--- config.mk ---
export PLATFORM = sky130hd
export DESIGN_NAME = itch_msg_parser
export DESIGN_NICKNAME = d
export VERILOG_FILES = /design/src/rtl/itch_msg_parser_pkg.sv /design/src/rtl/parsed_msg_fifo.sv /design/src/rtl/itch_msg_parser.sv
export SDC_FILE = /design/constraint.sdc
export NUM_CORES = 2
export LEC_CHECK = 0
export CAP_MARGIN = 5
export CELL_PAD_IN_SITES_DETAIL_PLACEMENT = 0
export CELL_PAD_IN_SITES_GLOBAL_PLACEMENT = 1
export CORE_UTILIZATION = 53
export CTS_BUF_LIST = sky130_fd_sc_hd__clkbuf_8 sky130_fd_sc_hd__clkbuf_16
export CTS_CLUSTER_SIZE = 8
export DETAILED_ROUTE_END_ITERATION = 8
export PLACE_DENSITY_LB_ADDON = 0.3
export SYNTH_ARGS = -nofsm -noshare
export SYNTH_HDL_FRONTEND = slang
export SYNTH_HIERARCHICAL = 1
export SYNTH_SLANG_ARGS = --single-unit
export TNS_END_PERCENT = 1
--- constraint.sdc ---
create_clock -name clk -period 3.5 [get_ports clk]
set_input_delay 0.875 -clock clk [delete_from_list [all_inputs] [get_ports clk]]
set_output_delay 0.875 -clock clk [all_outputs]
set_load 0.03 [all_outputs]
--- src/rtl/itch_msg_parser_pkg.sv ---
// parser_defs: shared types and wire constants for the ITCH frame parser
// and for any block that consumes its parsed messages (e.g. order_book).
//   msg_type_t    - decoded message kind
//   order_side_t  - bid / ask
//   parsed_msg_t  - one decoded 16-byte wire frame
//   parser_state_t- framer FSM encoding
package parser_defs;

  typedef enum logic [1:0] {
    MSG_ADD     = 2'd0,
    MSG_CANCEL  = 2'd1,
    MSG_EXECUTE = 2'd2,
    MSG_REPLACE = 2'd3
  } msg_type_t;

  typedef enum logic {
    ORDER_SIDE_BID = 1'b0,
    ORDER_SIDE_ASK = 1'b1
  } order_side_t;

  typedef struct packed {
    msg_type_t   msg_type;
    logic [7:0]  symbol_id;
    logic [31:0] order_id;
    order_side_t side;
    logic [31:0] price;
    logic [31:0] quantity;
    logic [7:0]  trailer;
  } parsed_msg_t;

  typedef enum logic [1:0] {
    ST_IDLE    = 2'd0,
    ST_COLLECT = 2'd1,
    ST_CHECK   = 2'd2,
    ST_DROP    = 2'd3
  } parser_state_t;

  localparam int MSG_W      = $bits(parsed_msg_t);
  localparam int FRAME_LEN  = 16;
  localparam int FRAME_BITS = FRAME_LEN * 8;

  localparam logic [7:0] TRAILER      = 8'hFF;
  localparam logic [7:0] CODE_ADD     = 8'h41;  // 'A'
  localparam logic [7:0] CODE_CANCEL  = 8'h58;  // 'X'
  localparam logic [7:0] CODE_EXECUTE = 8'h45;  // 'E'
  localparam logic [7:0] CODE_REPLACE = 8'h55;  // 'U'
  localparam logic [7:0] CODE_BID     = 8'h42;  // 'B'
  localparam logic [7:0] CODE_ASK     = 8'h53;  // 'S'

endpackage

--- src/rtl/parsed_msg_fifo.sv ---
// parsed_msg_fifo: show-ahead FIFO of parsed_msg_t words.
//   clk, reset(async, active-low)
//   push/push_data : write one entry
//   pop            : drop head (ignored while empty)
//   head           : mem[rd_ptr], meaningful only when !empty
//   full/empty/count
module parsed_msg_fifo
  import parser_defs::*;
#(
  parameter int DEPTH = 8
) (
  input  logic                     clk,
  input  logic                     reset,
  input  logic                     push,
  input  logic [MSG_W-1:0]         push_data,
  input  logic                     pop,
  output logic [MSG_W-1:0]         head,
  output logic                     full,
  output logic                     empty,
  output logic [$clog2(DEPTH):0]   count
);

  localparam int AW = $clog2(DEPTH);
  localparam logic [AW:0] DEPTH_CNT = (AW+1)'(DEPTH);

  logic [MSG_W-1:0] mem [DEPTH];
  logic [AW-1:0]    wr_ptr;
  logic [AW-1:0]    rd_ptr;
  logic             do_push;
  logic             do_pop;

  assign empty   = (count == '0);
  assign full    = (count == DEPTH_CNT);
  assign do_pop  = pop && !empty;
  // a push into a full FIFO is only legal when a pop frees the slot
  assign do_push = push && (!full || do_pop);
  assign head    = mem[rd_ptr];

  always_ff @(posedge clk or negedge reset) begin
    if (!reset) begin
      wr_ptr <= '0;
      rd_ptr <= '0;
      count  <= '0;
      for (int i = 0; i < DEPTH; i++) mem[i] <= '0;
    end else begin
      if (do_push) begin
        mem[wr_ptr] <= push_data;
        wr_ptr      <= wr_ptr + 1'b1;
      end
      if (do_pop) rd_ptr <= rd_ptr + 1'b1;
      case ({do_push, do_pop})
        2'b10:   count <= count + 1'b1;
        2'b01:   count <= count - 1'b1;
        default: count <= count;
      endcase
    end
  end

endmodule

--- src/rtl/itch_msg_parser.sv ---
// itch_msg_parser: byte-serial framer/decoder for 16-byte market-feed frames,
// buffering decoded messages in a show-ahead FIFO read by order_book.
//   clk, reset(async, active-low)
//   in_valid/in_sof/in_data/in_ready : byte stream, accepted on valid&&ready
//   read_en/empty/parsed_message     : FIFO read side
//   frame_err                        : one-cycle pulse per dropped frame
//   frames_ok/frames_dropped         : saturating stats, only with PARSER_STATS_EN
//
// state   | meaning
// IDLE    | waiting for an in_sof byte; stalls while the FIFO cannot take a frame
// COLLECT | shifting bytes 1..15 into the frame register
// CHECK   | one cycle: validate type/side/trailer, queue push or flag error
// DROP    | reserved encoding, falls back to IDLE
module itch_msg_parser
  import parser_defs::*;
#(
  parameter int FIFO_DEPTH = 8
) (
  input  logic             clk,
  input  logic             reset,
  input  logic             in_valid,
  input  logic             in_sof,
  input  logic [7:0]       in_data,
  output logic             in_ready,
  input  logic             read_en,
  output logic             empty,
  output logic [MSG_W-1:0] parsed_message,
  output logic             frame_err
`ifdef PARSER_STATS_EN
  ,
  output logic [15:0]      frames_ok,
  output logic [15:0]      frames_dropped
`endif
);

  localparam int CNT_W = $clog2(FIFO_DEPTH) + 1;
  localparam logic [CNT_W-1:0] ALMOST_FULL = CNT_W'(FIFO_DEPTH - 1);
  localparam logic [3:0] LAST_IDX = 4'(FRAME_LEN - 1);

  parser_state_t         state, state_nxt;
  logic [3:0]            byte_cnt;
  logic [FRAME_BITS-1:0] frame;
  logic                  accept;
  logic                  chk_push;
  logic                  err;
  logic                  push_q;
  parsed_msg_t           msg, msg_q;
  logic                  type_ok, side_ok, frame_ok;
  logic                  fifo_full;
  logic [CNT_W-1:0]      fifo_count;
  logic                  fifo_busy;

  assign accept = in_valid && in_ready;

  // The decoded message is pushed one cycle after CHECK, so a new frame may
  // only start when the FIFO has room for that in-flight entry too.
  assign fifo_busy = fifo_full || (push_q && fifo_count == ALMOST_FULL);

  always_ff @(posedge clk or negedge reset) begin
    if (!reset) state <= ST_IDLE;
    else        state <= state_nxt;
  end

  always_comb begin
    state_nxt = state;
    in_ready  = 1'b1;
    chk_push  = 1'b0;
    err       = 1'b0;
    case (state)
      ST_IDLE: begin
        in_ready = !fifo_busy;
        if (in_valid && !fifo_busy && in_sof) state_nxt = ST_COLLECT;
      end
      ST_COLLECT: begin
        if (in_valid) begin
          if (in_sof)                     err       = 1'b1;
          else if (byte_cnt == LAST_IDX)  state_nxt = ST_CHECK;
        end
      end
      ST_CHECK: begin
        in_ready  = 1'b0;
        state_nxt = ST_IDLE;
        if (frame_ok) chk_push = 1'b1;
        else          err      = 1'b1;
      end
      default: state_nxt = ST_IDLE;
    endcase
  end

  // Byte i of the frame ends up at frame[127-8i -: 8] after 16 shifts.
  always_comb begin
    msg          = '0;
    type_ok      = 1'b1;
    side_ok      = 1'b1;
    case (frame[127:120])
      CODE_ADD:     msg.msg_type = MSG_ADD;
      CODE_CANCEL:  msg.msg_type = MSG_CANCEL;
      CODE_EXECUTE: msg.msg_type = MSG_EXECUTE;
      CODE_REPLACE: msg.msg_type = MSG_REPLACE;
      default:      type_ok      = 1'b0;
    endcase
    case (frame[79:72])
      CODE_BID: msg.side = ORDER_SIDE_BID;
      CODE_ASK: msg.side = ORDER_SIDE_ASK;
      default:  side_ok  = 1'b0;
    endcase
    msg.symbol_id = frame[119:112];
    msg.order_id  = frame[111:80];
    msg.price     = frame[71:40];
    msg.quantity  = frame[39:8];
    msg.trailer   = frame[7:0];
  end

  assign frame_ok = type_ok && side_ok && (frame[7:0] == TRAILER);

  always_ff @(posedge clk or negedge reset) begin
    if (!reset) begin
      byte_cnt  <= '0;
      frame     <= '0;
      push_q    <= 1'b0;
      msg_q     <= '0;
      frame_err <= 1'b0;
    end else begin
      frame_err <= err;
      push_q    <= chk_push;
      if (chk_push) msg_q <= msg;
      if (accept && in_sof && (state == ST_IDLE || state == ST_COLLECT)) begin
        frame    <= {{(FRAME_BITS-8){1'b0}}, in_data};
        byte_cnt <= 4'd1;
      end else if (accept && state == ST_COLLECT) begin
        frame    <= {frame[FRAME_BITS-9:0], in_data};
        byte_cnt <= byte_cnt + 4'd1;
      end
    end
  end

  parsed_msg_fifo #(.DEPTH(FIFO_DEPTH)) u_fifo (
    .clk       (clk),
    .reset     (reset),
    .push      (push_q),
    .push_data (msg_q),
    .pop       (read_en),
    .head      (parsed_message),
    .full      (fifo_full),
    .empty     (empty),
    .count     (fifo_count)
  );

`ifdef PARSER_STATS_EN
  always_ff @(posedge clk or negedge reset) begin
    if (!reset) begin
      frames_ok      <= '0;
      frames_dropped <= '0;
    end else begin
      if (push_q && frames_ok != 16'hFFFF)   frames_ok      <= frames_ok + 16'd1;
      if (err && frames_dropped != 16'hFFFF) frames_dropped <= frames_dropped + 16'd1;
    end
  end
`endif

endmodule

# After elaboration in Yosys (flattened, before gate mapping)
# Cells that the tools add are included.
dict set report totals {
  reg_bits 1181
  in_bits 13
  out_inout_bits 118
  wordCells 103
}
dict set report classes {
  magnitude_cmp 3
  reduce_logical 25
  n_mux 27
  add_sub_neg 5
  n_bitwise 2
  n_eq_ne 18
}
# op n
set ops {}
lappend ops {{$bwmux W920} 1}
lappend ops {{$bmux W115 S3} 1}
lappend ops {{$demux W115 S3} 1}
lappend ops {{$mux W115} 3}
lappend ops {{$mux W128} 2}
lappend ops {{$eq A8 B7 Y1 const B} 6}
lappend ops {{$logic_and A1 B1 Y1} 12}
lappend ops {{$add A4 B1 Y4 const B} 2}
lappend ops {{$eq A4 B4 Y1 const B} 2}
lappend ops {{$eq A8 B8 Y1 const B} 1}
lappend ops {{$ge A4 B4 Y1 const B} 2}
lappend ops {{$mux W1} 8}
lappend ops {{$mux W2} 4}
lappend ops {{$mux W4} 2}
lappend ops {{$ne A2 B2 Y1 const B} 4}
lappend ops {{$not A3 Y4} 2}
lappend ops {{$pmux W4 S2} 1}
lappend ops {{$add A3 B1 Y3 const B} 2}
lappend ops {{$pmux W2 S3} 1}
lappend ops {{$eq A2 B1 Y1 const B} 2}
lappend ops {{$eq A2 B2 Y1 const B} 2}
lappend ops {{$eq A4 B3 Y1 const B} 1}
lappend ops {{$logic_not A4 Y1} 1}
lappend ops {{$lt A4 B1 Y1 const B} 1}
lappend ops {{10 further kinds} 16}

# Logic depth before layout (Yosys ltp)
dict set report depth {
  word_depth 9
  ltp_mapped 10
  depth_no_buf 7
}

# Cells and area by module
# The synthesis kept the hierarchy.
# module n_inst cells_per_inst area_per_inst_um2 seq_area_each_um2
set modules_own_cells {}
lappend modules_own_cells {parsed_msg_fifo 1 2417 41601.1 23272.3}
lappend modules_own_cells {itch_msg_parser 1 863 10070.9 6281.0}

# Worst setup path after synthesis
# OpenSTA, ideal clock, no wires.
dict set report synth_path {
  kind {input-to-reg}
  startpoint {in read_en}
  endpoint {reg u_fifo.count[3]}
  arrival_ns 3.145
  t_required_ns 3.366
  path_stages 7
  path_buffers 1
  setup_time_ns 0.134
  path_slack_ns 0.222
  path_cell_list {buf_1 o21ai_0 ha_1 ha_1 or4b_2 o311ai_0 o211ai_1}
}
dict set report synth_via {
  elab_chain_len 5
  elab_cells_between_ends 7
  classes_between {eq/ne: 2; mux: 1; reduce/logical: 4}
}
# element line_no
set synth_rtl {}
lappend synth_rtl {{start: declaration} itch_msg_parser.sv:25} ;# input logic read_en,
lappend synth_rtl {{$logic_and A1 B1 Y1 (*)} parsed_msg_fifo.sv:34} ;# assign do_pop = pop && !empty;
lappend synth_rtl {{$logic_or A1 B1 Y1} parsed_msg_fifo.sv:36} ;# assign do_push = push && (!full || do_pop);
lappend synth_rtl {{$logic_and A1 B1 Y1} parsed_msg_fifo.sv:36}
lappend synth_rtl {{$eq A2 B1 Y1 or $eq A2 B2 Y1 (tied branches)} parsed_msg_fifo.sv:51} ;# case ({do_push, do_pop})
lappend synth_rtl {{$pmux W4 S2 or $reduce_bool A2 Y1 (tied branches)} --}
lappend synth_rtl {{end signal: assignment} parsed_msg_fifo.sv:52} ;# 2'b10: count <= count + 1'b1;
lappend synth_rtl {{end signal: assignment} parsed_msg_fifo.sv:53} ;# 2'b01: count <= count - 1'b1;
lappend synth_rtl {{end signal: assignment} parsed_msg_fifo.sv:54} ;# default: count <= count;
lappend synth_rtl {{end: declaration} parsed_msg_fifo.sv:20} ;# output logic [$clog2(DEPTH):0] count
# Every way passes the cells marked *; elsewhere a longest branch is shown, timed or not.
# A chain may end at the register's enable or synchronous reset.

# Worst setup path in the final report
dict set report layout_path {
  startpoint {reg u_fifo.rd_ptr[0]}
  endpoint {out parsed_message[89]}
}
dict set report layout_via {
  elab_chain_len 4
}
# element line_no
set layout_rtl {}
lappend layout_rtl {{start: declaration} parsed_msg_fifo.sv:28} ;# logic [AW-1:0] rd_ptr;
lappend layout_rtl {{start signal: assignment} parsed_msg_fifo.sv:50} ;# if (do_pop) rd_ptr <= rd_ptr + 1'b1;
lappend layout_rtl {{$not A3 Y4 (not written as such)} parsed_msg_fifo.sv:37} ;# assign head = mem[rd_ptr];
lappend layout_rtl {{$bmux W115 S3} parsed_msg_fifo.sv:37}
lappend layout_rtl {{$mux W115 (not written as such) (2 in a row)} parsed_msg_fifo.sv:37}
lappend layout_rtl {{end: declaration} itch_msg_parser.sv:27} ;# output logic [MSG_W-1:0] parsed_message,
# No other way between the ends. The select of a mux whose other input is x is not followed.

==> summary.txt <==
Worst setup path
  • Top delay family on crit path: multiplexers
  • WS Path Type: flop to output pin
  • Max incr delay on CP: 510 ps
  • CP required: 2620 ps
  • WP buf/inv: 3
  • Crit-path slowest cell: mux4_2
  • CP cell instances: buf_12 > buf_16 > mux4_2 > mux2_2 > dlygate4sd2_1
  • Startpoint types: flop
  • Data arrival, critical path: 2740 ps
  • Crit Path Max Fanout: 9
  • Critical Path Sink Type: output pin

Timing
  • FMAX: 0.276 GHz
  • Max-slew headroom: 0.410
  • Worst Clk Skew: 23.9 ps
  • Tmin final: 3620 ps
  • Final hold slack: 198 ps
  • Fin crit share: 1.03
  • RSZ-0062 raised after global routing: yes
  • Slew @ Worst Pin: 883 ps
  • Final WS setup: -117 ps
  • Final hold vios: 0
  • Final Max Slew Viols: 0
  • Finish-stage setup viols: 96

Logic synthesis
  • Top-count cell post-synth: dfrtp_1
  • Largest area contributor in the netlist: dfrtp_1
  • Simple-gate share of the synthesized area: 0.0248
  • Yosys top cell area share: 0.572
  • Flops & latches, synth: 1181
  • Synth Flop Type: dfrtp_1
  • Share of async-settable or async-resettable flops after synthesis: 1.00
  • Synth unique cells: 58
  • Largest family of logic cells by synthesized area: multiplexers
  • Top cells by count, synth: dfrtp_1, mux2_2, nand2_1
  • Adder-Cell Fraction of Synth Area: 0.00281
  • Top cells by area, synth: dfrtp_1, mux2_2, mux4_2
  • Cell count after synthesis: 3280
  • Syn nets: 3304
  • Syn_area_per_cell: 15.8 µm²
  • Synth Area in XOR/XNOR: 0.00136
  • Post-synthesis sequential area ratio: 0.572
  • Synthesized cell area: 51700 µm²
  • Post-synthesis mux area share: 0.356
  • Complex-gate fraction of the synthesized area: 0.0185
  • Number of synthesized flops with an enable pin: 0
  • YS warnings: 6

Floorplan
  • Core Box Area: 96600 µm²
  • Die height: 314 µm
  • Top Ports: 131
  • FP Rows: 114
  • Die area: 98700 µm²
  • Die Wd: 314 µm
  • Starting Density: 0.535

Detailed routing
  • Antenna-violating nets left: 0
  • DR vias: 28959
  • Initial drt markers: 1834
  • Post-Route WL: 122000 µm
  • Wire per inst: 25.4 µm
  • Detailed-route vias per instance: 6.04
  • DRC: 0
  • 1st-pass router iterations: 5

GRT
  • Global-route wire length before repair: 194000 µm
  • Initial antenna violation count: 2
  • Grt ovf: 0
  • Number of global-route vias before repair: 32396
  • Largest net degree at the start of global routing: 125
  • Total Routing Usage GR: 0.257

Clock tree
  • Num Clock Sinks: 1181
  • Clk_lat worst skew: 760 ps
  • CTS max path bufs: 3
  • H-tree depth: 4
  • CTS clk-pin slew, worst paths: 50 ps
  • TritonCTS clock tree: built
  • CTS Buf Count: 166
  • Hold buffer count at CTS: 0
  • Clk root buf: clkbuf_16

Place
  • Port Buf Inserts: 130
  • Final HPWL DP: 70100 µm
  • Routability congestion estimate: 0.785
  • Place WS: 149 ps

Power
  • Leak Pwr: 30.1 nW
  • Switching Power: 9.58 mW
  • Switching Share: 0.272
  • Comb power frac: 0.190
  • PwrDens: 580 nW/µm²
  • Pint: 25.6 mW
  • Peak VDD IR: 0.000626 V
  • Seq pwr share: 0.410
  • Clock Power Share: 0.400

Finish
  • Nets: 3527
  • Ant. Diodes: 0
  • Ratio of cells with drive above 1 in the final layout: 0.478
  • Final core occ: 0.627
  • Area growth syn-to-layout: 17.2%

Worst hold path
  • Classification of the worst-slack hold path: input port to asynchronous set/reset pin

Job
  • Max_cap viols: 0

Outcome
  • Outcome: finished with violations
  • Violated checks: setup timing
## area by class of cell
| class | instances | area, µm² |
|---|---|---|
| fill | 6815 | 36000 |
| sequential | 1181 | 29600 |
| multi-input combinational | 1867 | 21200 |
| clock buffer | 168 | 4200 |
| timing repair buffer | 275 | 3730 |
| tap | 1276 | 1600 |
| clock inverter | 19 | 236 |
| inverter | 12 | 45.0 |
## timing repair
item,in CTS,in global routing
cloned,14,0
resized for setup,522,42
buffers inserted,22,0
endpoints found under the setup margin,116,114
pin swaps,0,0
## power by group through the flow
stage,sequential [mW],combinational (mW),clock [mW]
6_report,14.4,6.67,14.1
5_1_grt,14.4,7.11,15.0
4_1_cts,14.4,6.74,14.4
3_5_place_dp,14.6,5.32,0
3_3_place_gp,14.6,5.23,0
2_1_floorplan,14.4,3.45,0
## sequential cells by signal (all words and copies together), names as in the netlist
register / count
u_fifo/mem: 920
frame: 128
msg_q: 115
byte_cnt: 4
u_fifo/count: 4
u_fifo/rd_ptr: 3
u_fifo/wr_ptr: 3
state: 2
frame_err: 1
push_q: 1
## routing by layer
metal	share of wire	vias to the layer above	track usage
met1	0.42	15721	0.342
met2	0.51	595	0.433
met4	0.022	4	0.0769
met5	0.00016	-	0
met3	0.041	194	0.0473
li1	-	12445	-
## stage by stage
stage          setup TNS [ps]  power [mW]  area [µm²]  instances
2_1_floorplan               0        17.9       51700       3280
3_3_place_gp                0        19.8       54900       4575
3_5_place_dp                0        20.0       54900       4575
4_1_cts                -11950        35.5       60400       4798
5_1_grt                -12630        36.5       60600       4798
6_report                -5590        35.2       60600       4798
## path summary, 6_finish.rpt
path | cells past startpoint | slack (ps) | to | startpoint
max | 5 | -120 | parsed_message[89] | u_fifo/rd_ptr[0]$_DFFE_PN0P_
min | 1 | 200 | u_fifo/mem[436]$_DFFE_PN0P_ | reset
max reg2reg | 8 | 350 | u_fifo/count[3]$_DFFE_PN0P_ | u_fifo/count[1]$_DFFE_PN0P_
min reg2reg | 1 | 480 | u_fifo/mem[685]$_DFFE_PN0P_ | u_fifo/mem[685]$_DFFE_PN0P_
max in group asynchronous | 2 | 2090 | u_fifo/mem[887]$_DFFE_PN0P_ | reset
min in group clk | 1 | 480 | u_fifo/mem[685]$_DFFE_PN0P_ | u_fifo/mem[685]$_DFFE_PN0P_
## kinds of logic (layout without fill, tap and decap cells)
logic type	Yosys count	in the layout
and+or+nand+nor	303	303
buffers and inverters	232	474
xor gates and xnor gates	8	8
DFF	1181	1181
adders and majority gates	11	11
muxes	1385	1385
AOI/OAI and AO/OA	160	160
## placed cells by master, fill, tap and decap left out, types with 18 or more instances in the layout
cell	n
dfrtp_1	1178
mux2_2	872
nand2_1	251
mux4_2	230
clkbuf_16	168
mux2_1	160
a21oi_1	126
mux2_4	121
buf_6	93
buf_12	67
buf_4	61
buf_16	21
inv_1	18
(Power assumes the default switching activity.)
